==> src/rtl/serial_frame_pkg.sv <==
// Shared types and constants for the framed serial deserializer.
// Frame layout: one start bit, data LSB first, optional parity, one stop bit.
package serial_frame_pkg;

    typedef enum logic [1:0] {
        IDLE   = 2'd0,
        DATA   = 2'd1,
        PARITY = 2'd2,
        STOP   = 2'd3
    } state_t;

    // The idle line sits at 0, so a start bit is a 1 and the stop bit returns the line to 0.
    localparam logic START_BIT = 1'b1;
    localparam logic STOP_BIT  = 1'b0;

    // The counter is sized for the widest supported word, so it suits every DATA_W.
    localparam int MAX_DATA_W = 32;
    localparam int CNT_W      = $clog2(MAX_DATA_W + 1);

    // Returns the parity bit the sender should have sent for the given XOR of the data bits.
    function automatic logic parity_expected(input logic data_xor, input logic odd);
        return data_xor ^ odd;
    endfunction

endpackage

==> src/rtl/deser_out_slot.sv <==
// One-entry output holding register with a valid/ready handshake.
// If a new word arrives while the slot is full and is not being drained, the new word is dropped and overrun pulses.
module deser_out_slot
    import serial_frame_pkg::*;
#(
    parameter int DATA_W = 8
) (
    input  logic              clk,
    input  logic              rst,
    input  logic              load,
    input  logic [DATA_W-1:0] load_data,
    input  logic              m_ready,
    output logic [DATA_W-1:0] m_data,
    output logic              m_valid,
    output logic              overrun
);

    logic [DATA_W-1:0] data_r;
    logic              valid_r;
    logic              overrun_r;
    logic              accept_s;

    assign accept_s = valid_r & m_ready;

    // Load, drain, or drop. A word that arrives in the same cycle as a drain replaces the held word.
    always_ff @(posedge clk) begin
        if (rst) begin
            data_r    <= {DATA_W{1'b0}};
            valid_r   <= 1'b0;
            overrun_r <= 1'b0;
        end else begin
            overrun_r <= 1'b0;
            if (load) begin
                if (!valid_r || accept_s) begin
                    data_r  <= load_data;
                    valid_r <= 1'b1;
                end else begin
                    overrun_r <= 1'b1;
                end
            end else if (accept_s) begin
                valid_r <= 1'b0;
            end
        end
    end

    assign m_data  = data_r;
    assign m_valid = valid_r;
    assign overrun = overrun_r;

endmodule

==> src/rtl/serial_frame_deser.sv <==
// Framed serial receiver: samples serial_in on bit_en and detects start, data, parity and stop bits.
// A good word is handed to a one-entry valid/ready slot; a bad frame is dropped and flagged with a one-cycle pulse.
module serial_frame_deser
    import serial_frame_pkg::*;
#(
    parameter int DATA_W     = 8,
    parameter bit PARITY_EN  = 1'b1,
    parameter bit PARITY_ODD = 1'b0
) (
    input  logic              clk,
    input  logic              rst,
    input  logic              serial_in,
    input  logic              bit_en,
    output logic [DATA_W-1:0] m_data,
    output logic              m_valid,
    input  logic              m_ready,
    output logic              frame_err,
    output logic              parity_err,
    output logic              overrun,
    output logic              busy
);

    localparam logic [CNT_W-1:0] LAST_CNT = CNT_W'(DATA_W - 1);

    state_t            state_r, state_nx_s;
    logic [CNT_W-1:0]  cnt_r, cnt_nx_s;
    logic [DATA_W-1:0] shift_r, shift_nx_s, shift_in_s;
    logic              par_acc_r, par_acc_nx_s;
    logic              par_bad_r, par_bad_nx_s;
    logic              frame_err_r, parity_err_r;
    logic              frame_good_s, frame_bad_s, par_bad_evt_s;

    // Each new bit enters at the MSB and moves down, so after DATA_W bits the first bit sits at index 0.
    generate
        if (DATA_W == 1) begin : g_shift_one
            assign shift_in_s = serial_in;
        end else begin : g_shift_many
            assign shift_in_s = {serial_in, shift_r[DATA_W-1:1]};
        end
    endgenerate

    // Next-state, datapath updates and frame verdicts; nothing moves unless bit_en is high.
    always_comb begin
        state_nx_s    = state_r;
        cnt_nx_s      = cnt_r;
        shift_nx_s    = shift_r;
        par_acc_nx_s  = par_acc_r;
        par_bad_nx_s  = par_bad_r;
        frame_good_s  = 1'b0;
        frame_bad_s   = 1'b0;
        par_bad_evt_s = 1'b0;
        if (bit_en) begin
            case (state_r)
                IDLE: begin
                    if (serial_in == START_BIT) begin
                        state_nx_s   = DATA;
                        cnt_nx_s     = {CNT_W{1'b0}};
                        par_acc_nx_s = 1'b0;
                        par_bad_nx_s = 1'b0;
                    end else begin
                        state_nx_s = IDLE;
                    end
                end
                DATA: begin
                    shift_nx_s   = shift_in_s;
                    par_acc_nx_s = par_acc_r ^ serial_in;
                    cnt_nx_s     = cnt_r + CNT_W'(1);
                    if (cnt_r == LAST_CNT) begin
                        if (PARITY_EN) begin
                            state_nx_s = PARITY;
                        end else begin
                            state_nx_s = STOP;
                        end
                    end else begin
                        state_nx_s = DATA;
                    end
                end
                PARITY: begin
                    par_bad_nx_s = (serial_in != parity_expected(par_acc_r, PARITY_ODD));
                    state_nx_s   = STOP;
                end
                STOP: begin
                    state_nx_s = IDLE;
                    // A bad stop bit takes precedence over a parity mismatch.
                    if (serial_in == STOP_BIT) begin
                        if (!par_bad_r) begin
                            frame_good_s = 1'b1;
                        end else begin
                            par_bad_evt_s = 1'b1;
                        end
                    end else begin
                        frame_bad_s = 1'b1;
                    end
                end
                default: begin
                    state_nx_s = IDLE;
                end
            endcase
        end else begin
            state_nx_s = state_r;
        end
    end

    // FSM state, shift register, counter, parity tracking and error pulse registers.
    always_ff @(posedge clk) begin
        if (rst) begin
            state_r      <= IDLE;
            cnt_r        <= {CNT_W{1'b0}};
            shift_r      <= {DATA_W{1'b0}};
            par_acc_r    <= 1'b0;
            par_bad_r    <= 1'b0;
            frame_err_r  <= 1'b0;
            parity_err_r <= 1'b0;
        end else begin
            state_r      <= state_nx_s;
            cnt_r        <= cnt_nx_s;
            shift_r      <= shift_nx_s;
            par_acc_r    <= par_acc_nx_s;
            par_bad_r    <= par_bad_nx_s;
            frame_err_r  <= frame_bad_s;
            parity_err_r <= par_bad_evt_s;
        end
    end

    deser_out_slot #(
        .DATA_W (DATA_W)
    ) u_slot (
        .clk       (clk),
        .rst       (rst),
        .load      (frame_good_s),
        .load_data (shift_r),
        .m_ready   (m_ready),
        .m_data    (m_data),
        .m_valid   (m_valid),
        .overrun   (overrun)
    );

    assign frame_err  = frame_err_r;
    assign parity_err = parity_err_r;
    assign busy       = (state_r != IDLE);

endmodule

==> config.mk <==
export PLATFORM = sky130hd
export DESIGN_NAME = serial_frame_deser
export DESIGN_NICKNAME = d
export VERILOG_FILES = /design/src/rtl/serial_frame_pkg.sv /design/src/rtl/deser_out_slot.sv /design/src/rtl/serial_frame_deser.sv
export SDC_FILE = /design/constraint.sdc
export NUM_CORES = 1
export LEC_CHECK = 0
export CAP_MARGIN = 20
export CORE_MARGIN = 5
export CORE_UTILIZATION = 42
export DETAILED_ROUTE_END_ITERATION = 12
export GPL_TIMING_DRIVEN = 0
export PLACE_DENSITY = 0.67
export SLEW_MARGIN = 0
export SYNTH_ARGS = -nofsm -noshare
export SYNTH_HDL_FRONTEND = slang
export SYNTH_HIERARCHICAL = 1
export SYNTH_SLANG_ARGS = --single-unit
==> constraint.sdc <==
create_clock -name clk -period 1.5 [get_ports clk]
set_input_delay 0.3 -clock clk [delete_from_list [all_inputs] [get_ports clk]]
set_output_delay 0.3 -clock clk [all_outputs]
set_load 0.1 [all_outputs]
==> results of run 1 <==
==> stage by stage <==
step	hold slack, ns	power [W]	std cells
2_1_floorplan	0.370	0.000891	143
3_3_place_gp	0.444	0.000921	203
3_5_place_dp	0.455	0.000924	203
4_1_cts	0.273	0.00143	211
5_1_grt	0.299	0.00149	213
6_report	0.309	0.00141	213
==> where the power goes <==
part | leakage, nW | internal [W] | switching [W]
clock network | 0.0353 | 0.000227 | 0.000269
logic | 0.314 | 0.0000447 | 0.0000659
registers | 0.243 | 0.000801 | 0.00000474
==> cell families (layout without fill, tap and decap cells) <==
kind of cell | Yosys count | after routing | share of synthesized area, %
xor gates and xnor gates | 1 | 1 | 0.666
and+or+nand+nor | 64 | 64 | 29.0
AOI/OAI and AO/OA | 26 | 26 | 11.3
muxes | 10 | 10 | 7.70
buffers and inverters | 11 | 37 | 4.75
adders and majority gates | 1 | 1 | 0.950
DFF | 30 | 30 | 45.6
==> repair_timing <==
action / in CTS / in global routing
endpoints found under the hold margin: 0 / 0
hold buffers: 0 / 0
gates resized for setup: 68 / 12
setup endpoints to repair: 33 / 12
buffers inserted: 0 / 2
pin swaps: 0 / 1
==> area by class of cell <==
cell class | count | area (sq um) | area share [%]
multi-input combinational | 102 | 672 | 42.5
buffer | 7 | 50.0 | 3.16
timing repair buffer | 18 | 125 | 7.91
sequential | 30 | 604 | 38.2
clock buffer | 7 | 55.1 | 3.48
clock inverter | 1 | 5.00 | 0.316
inverter | 4 | 15.0 | 0.949
tap | 44 | 55.1 | 3.48
==> worst max-delay path: stages (launching register included) <==
cell	delay, ns
sky130_fd_sc_hd__dfxtp_1	0.32
sky130_fd_sc_hd__buf_6	0.13
sky130_fd_sc_hd__or2_4	0.23
sky130_fd_sc_hd__buf_12	0.16
==> cells in the mapped netlist (3+ instances only) <==
cell,n,area share (%)
sky130_fd_sc_hd__a21oi_1,16,6.1
sky130_fd_sc_hd__dfxtp_1,30,46
sky130_fd_sc_hd__inv_1,3,0.86
sky130_fd_sc_hd__mux2i_1,9,6.8
sky130_fd_sc_hd__nand2_1,19,5.4
sky130_fd_sc_hd__nand2b_1,20,9.5
sky130_fd_sc_hd__nor2_1,4,1.1
sky130_fd_sc_hd__o21ai_0,5,1.9
==> per-layer routing <==
metal / up-vias / global-route usage (%)
li1: 547 / -
met1: 487 / 14.3
met2: 17 / 22.3
met3: 8 / 4.76
met4: 0 / 6.85
met5: - / 0
==> registers in the layout, indices dropped and copies added, names as in the netlist, named ones only <==
| signal | cells |
|---|---|
| shift_r | 8 |
| u_slot/m_data | 8 |
| cnt_r | 6 |
| frame_err | 1 |
| par_acc_r | 1 |
| par_bad_r | 1 |
| parity_err | 1 |
| state_r | 1 |
| u_slot/m_valid | 1 |
| u_slot/overrun | 1 |
==> path summary, 6_finish.rpt <==
check	startpoint	endpoint
setup / recovery	flop	busy
hold / removal	serial_in	parity_err
setup reg to reg	state_r[0]	u_slot/m_data[3]
hold reg to reg	shift_r[1]	shift_r[0]
==> impl_results.md, run 1 <==
* Vias in the first global route at between 1k and 1.5k
* Async S/R FF share, synth at 0%
* Global routing usage summed across all routing layers at a little over an eighth
* Horiz. Die Dim at 66.0 um
* Accumulated negative setup slack at 0 ns
* Total number of vias at around 1.1k
* Number of nets in the final layout at 174
* Total cell area at the placement stage at 0.00153 sq mm
* Total wirelength of the detailed-routed design at 2480 um
* Wire length the detailed router placed on met1 at 1140 um
* Detailed-placement wirelength estimate at 1800 um
* Placement row count at 20
* Number of primary I/O pins at 18
* Relative slew slack at 67.4%
* Class of the tightest hold or removal check: in -> reg
* Final routed wire length divided by cell count at 11.6 um
* Achievable frequency at 676 MHz
* Worst Max-Slew Pin Slew at 0.492 ns
* Met2 wirelength from detailed routing at 1150 um
* Signal arrival time at the worst endpoint at 1.18 ns
* Fraction of the yosys area taken by sequential cells at 45.6%
* Largest net degree at the start of global routing at 14
* Most frequent cells in the layout: sky130_fd_sc_hd__dfxtp_1 (29), sky130_fd_sc_hd__nand2b_1 (20), sky130_fd_sc_hd__nand2_1 (18), sky130_fd_sc_hd__a21oi_1 (16), sky130_fd_sc_hd__buf_2 (15)
* Class of the most critical setup path: reg -> out
* Pwr per Cell Area at 893 mW/mm^2
* Most common library cell in the layout ignoring fill and taps: sky130_fd_sc_hd__dfxtp_1
* GR Overflow Total at 0
* Min cycle time layout at 1.48 ns
* ANT cells at 0
* Height of the chip at 66.0 um
* Final Wtd Congestion at 0.759
* Final Hold Vio Count at 0
* DRC errors left at 0
* WHS Path Cells at 2
* Area of the mapped netlist at 0.00132 sq mm
* Number of input and output port buffers inserted at 16
* Worst-path clk slew at 0.11 ns
* Final Util at 52.2%
* Logic depth of the worst register-to-register path at 6
* Maxcap violations at 0
* Clk_skew at 0.0175 ns
* Share of final-layout standard cells stronger than drive strength 1 at 23.1%
* Via-to-Cell Ratio at roughly 5
* Worst-Skew Late Latency at approximately 0.33 ns
* Sinks on Clock Net at 30
* Post-route fraction of the period consumed by the critical path at 98.7%
* Setup slack at placement at -0.671 ns
* Highest metal layer with signal wires: met4
* Cell count after synthesis at 143
* Number of iterations in the first detailed-routing pass at 4
* Status: completed
* CTS tree: built
* Unrepaired setup endpoints after global routing: yes
* Number of nets with antenna violations after routing at 0
* Kind of end point of the critical path: primary output
* Number of distinct standard cells referenced by the synthesized netlist at 38
* FILL cells at 308
* Most used flip-flop cell after synthesis: sky130_fd_sc_hd__dfxtp_1
* Starting Density at 43.5%
* Number of buffers inserted during clock tree synthesis at 5
* Static Leakage at 0.592 nW
* Critical-path maximum fanout at 10
* Number of levels in the clock H-tree at 2
* Number of enable-type register cells in the synthesized netlist at 0
* Critical path launch point type: flop
* Area of the die at 0.00435 sq mm
* Peak ir drop on the vdd network at 456 uV
* CTS Root Buffer Type: sky130_fd_sc_hd__clkbuf_4
* Setup slack of the critical path after layout at 0.0202 ns
* Maximum clock insertion buffer count at 2
* Final design instance area without fill at 0.00158 sq mm
* Iteration-0 DRC Markers at 39
* Post-synthesis sequential element count at 30
* First-pass GRT wire length at 4430 um
* Final Max Tran Viols at 0
* Syn_area_per_cell at 9.20 sq um
* Area inside the core boundary at 0.00303 sq mm
* Antenna violations before repair at 0
* YS warnings at 6
* Setup-failing EPs final at 0
* Amount of wire on met3 after detailed routing at 140 um
* Synthesized net count at 149
* Required time of the critical path at between 1 and 1.5 ns
* Layout Area Growth over Synthesis at 20.2%
* Register-to-register path setup slack at 0.08 ns
No activity file was read; power rests on OpenSTA's default activity.
==> run 2: changes to the inputs <==
- CORE_ASPECT_RATIO: not set -> 1.5
- CTS_CLUSTER_SIZE: not set -> 8
==> run 2 against run 1 <==
Net effect:
- cell count decreased by 2.3%
- core utilization rose by 1.7 points
- non-clock buffer count unchanged
- fmax increased by 1.1%
- first-iteration DRC count decreased by 51%
- hold slack improved by 0.058 ns
- total power rose by 7.4%
- sequential share of layout area down 2.0 points
- clock power up 21%
- clock skew fell by 0.013 ns
- critical path depth fell by 2
- die area is 0.53% higher
- critical path type unchanged
- highest routed layer unchanged
==> impl_results.md, run 2 (synthesized netlist as in run 1, its figures left out) <==
* Worst stage delay on the critical path at 0.56 ns
* Cell Count, Final, Fillers Out at 208
* Post-route fraction of the period consumed by the critical path at 97.6%
* Final Hold Vio Count at 0
* Peak ir drop on the vdd network at between 600 and 700 uV
* Number of cells in the design after placement at around 200
* Class of the tightest hold or removal check: in -> reg
* Clk_skew at 0.00492 ns
* Most frequent cells in the layout: sky130_fd_sc_hd__dfxtp_1 (29), sky130_fd_sc_hd__nand2b_1 (20), sky130_fd_sc_hd__nand2_1 (18), sky130_fd_sc_hd__a21oi_1 (16), sky130_fd_sc_hd__mux2i_1 (8)
* Bufs and invs on worst path at 1
* Number of primary I/O pins at 18
* Horiz. Die Dim at 55.7 um
* Starting Density at 42.5%
* Internal at 0.00116 W
* CTS Root Buffer Type: sky130_fd_sc_hd__clkbuf_8
* GR Overflow Total at 0
* Vias in the first global route at 1022
* Worst reg2reg startpoint: state_r[0]
* Critical hold path startpoint: serial_in
* Area of the die at roughly 0.0044 sq mm
* Iteration-0 DRC Markers at 19
* Total number of vias at 1086
* Maximum clock insertion buffer count at 2
* Relative slew slack at 63.6%
* Number of nets in the final layout at 174
* Final Wtd Congestion at 0.807
* Signal arrival time at the worst endpoint at 1.16 ns
* Kind of end point of the critical path: primary output
* Largest net degree at the start of global routing at 14
* Sinks on Clock Net at 30
* Static Leakage at between 0.6 and 0.7 nW
* Setup-failing EPs final at 0
* Share of final-layout standard cells stronger than drive strength 1 at approximately a quarter
* Achievable frequency at about 700 MHz
* Global routing usage summed across all routing layers at 13.3%
* Layout Area Growth over Synthesis at 26.8%
* Sequential power share at 53.2%
* Critical path launch point type: flop
* Worst-path clk slew at 0.06 ns
* ANT cells at 0
* Number of input and output port buffers inserted at 16
* Placement row count at 25
* Number of buffers inserted during clock tree synthesis at 5
* Portion of total power attributed to the clock network at about 40%
* Total wirelength of the detailed-routed design at about 2700 um
* Height of the chip at 78.6 um
* Class of the most critical setup path: reg -> out
* Net switching fraction of the power at 23.8%
* Setup slack of the critical path after layout at 0.0359 ns
* Chain of cells forming the critical path: clkdlybuf4s15_2
* Pwr per Cell Area at 908 mW/mm^2
* Slowest cell on the critical path: sky130_fd_sc_hd__clkdlybuf4s15_2
* Number of levels in the clock H-tree at 2
* Final routed wire length divided by cell count at 13.0 um
* Power dissipated by switching net loads at 0.000360 W
* Most common library cell in the layout ignoring fill and taps: sky130_fd_sc_hd__dfxtp_1
* Setup slack at placement at -0.682 ns
* Hold WS at 0.367 ns
* CTS tree: built
* Critical-path maximum fanout at 2
* Antenna violations before repair at 0
* DRC errors left at 0
* Final design instance area without fill at 0.00167 sq mm
* Area inside the core boundary at 0.00310 sq mm
* Launch point of the worst path: u_slot/m_data[6]
* Family with the most delay on the worst path: buffers and inverters
* First-pass GRT wire length at between 4000 and 5000 um
* Accumulated negative setup slack at 0 ns
* Worst-Skew Late Latency at 0.27 ns
* Number of iterations in the first detailed-routing pass at 4
* Via-to-Cell Ratio at 5.22
* Min cycle time layout at 1.46 ns
* Total cell area at the placement stage at 0.00153 sq mm
* Detailed-placement wirelength estimate at roughly 1900 um
* Gate power share at under 10%
* Final Max Tran Viols at 0
* Required time of the critical path at 1.20 ns
* Hold-fix buffer count after cts at 0
* Number of nets with antenna violations after routing at 0
* Maxcap violations at 0
* Worst Max-Slew Pin Slew at 0.548 ns
* Status: completed
## run 2: cell types whose count changed in the layout (fill, tap and decap cells not counted), moves of 3 or more
| cell | before | now |
|---|---|---|
| sky130_fd_sc_hd__buf_2 | 15 | 5 |
| sky130_fd_sc_hd__clkbuf_4 | 5 | 0 |
| sky130_fd_sc_hd__clkbuf_8 | 1 | 5 |
| sky130_fd_sc_hd__clkdlybuf4s15_2 | 0 | 7 |
| sky130_fd_sc_hd__clkdlybuf4s18_2 | 0 | 3 |
## run 2: repair_timing
item	4_1_cts	5_1_grt
gates resized for setup	45	25
endpoints found under the setup margin	33	24
pin swaps	0	1
buffers inserted	0	2
## run 2: final cells by class
type	instances	area, sq um
buffer	7	50.0
clock buffer	5	68.8
clock inverter	2	10.0
fill	288	1430
inverter	4	15.0
multi-input combinational	102	689
sequential	30	604
tap	40	50.0
timing repair buffer	18	181
## run 2: per-layer routing
| metal | share of wire (%) | track usage [%] |
|---|---|---|
| met1 | 39 | 14.1 |
| met2 | 54 | 23.3 |
| met3 | 4.7 | 4.61 |
| met4 | 1.7 | 6.08 |
| met5 | 0 | 0 |
## run 2: power groups by stage
| stage | Sequential, W | Clock (W) | Combinational, W |
|---|---|---|---|
| after global placement | 0.000825 | 0 | 0.0000958 |
| after floorplan | 0.000824 | 0 | 0.0000676 |
| final | 0.000807 | 0.000598 | 0.000111 |
| after detailed placement | 0.000826 | 0 | 0.0000987 |
| after global routing | 0.000807 | 0.000660 | 0.000121 |
| after CTS | 0.000808 | 0.000611 | 0.0000985 |
## run 2: final timing paths
check	end	slack, ns	depth (start not counted)
worst max-delay path	m_data[6]	0.04	1
worst min register to register	shift_r[1]	0.46	2
worst max register to register	u_slot/m_data[2]	0.07	6
worst min-delay path	parity_err	0.37	2
## run 2: per-stage QoR
step / power (W) / utilization [%]
6_report: 0.00152 / 53.9
5_1_grt: 0.00159 / 53.9
4_1_cts: 0.00152 / 52.4
3_5_place_dp: 0.000924 / 49.3
3_3_place_gp: 0.000921 / 49.3
2_1_floorplan: 0.000891 / -
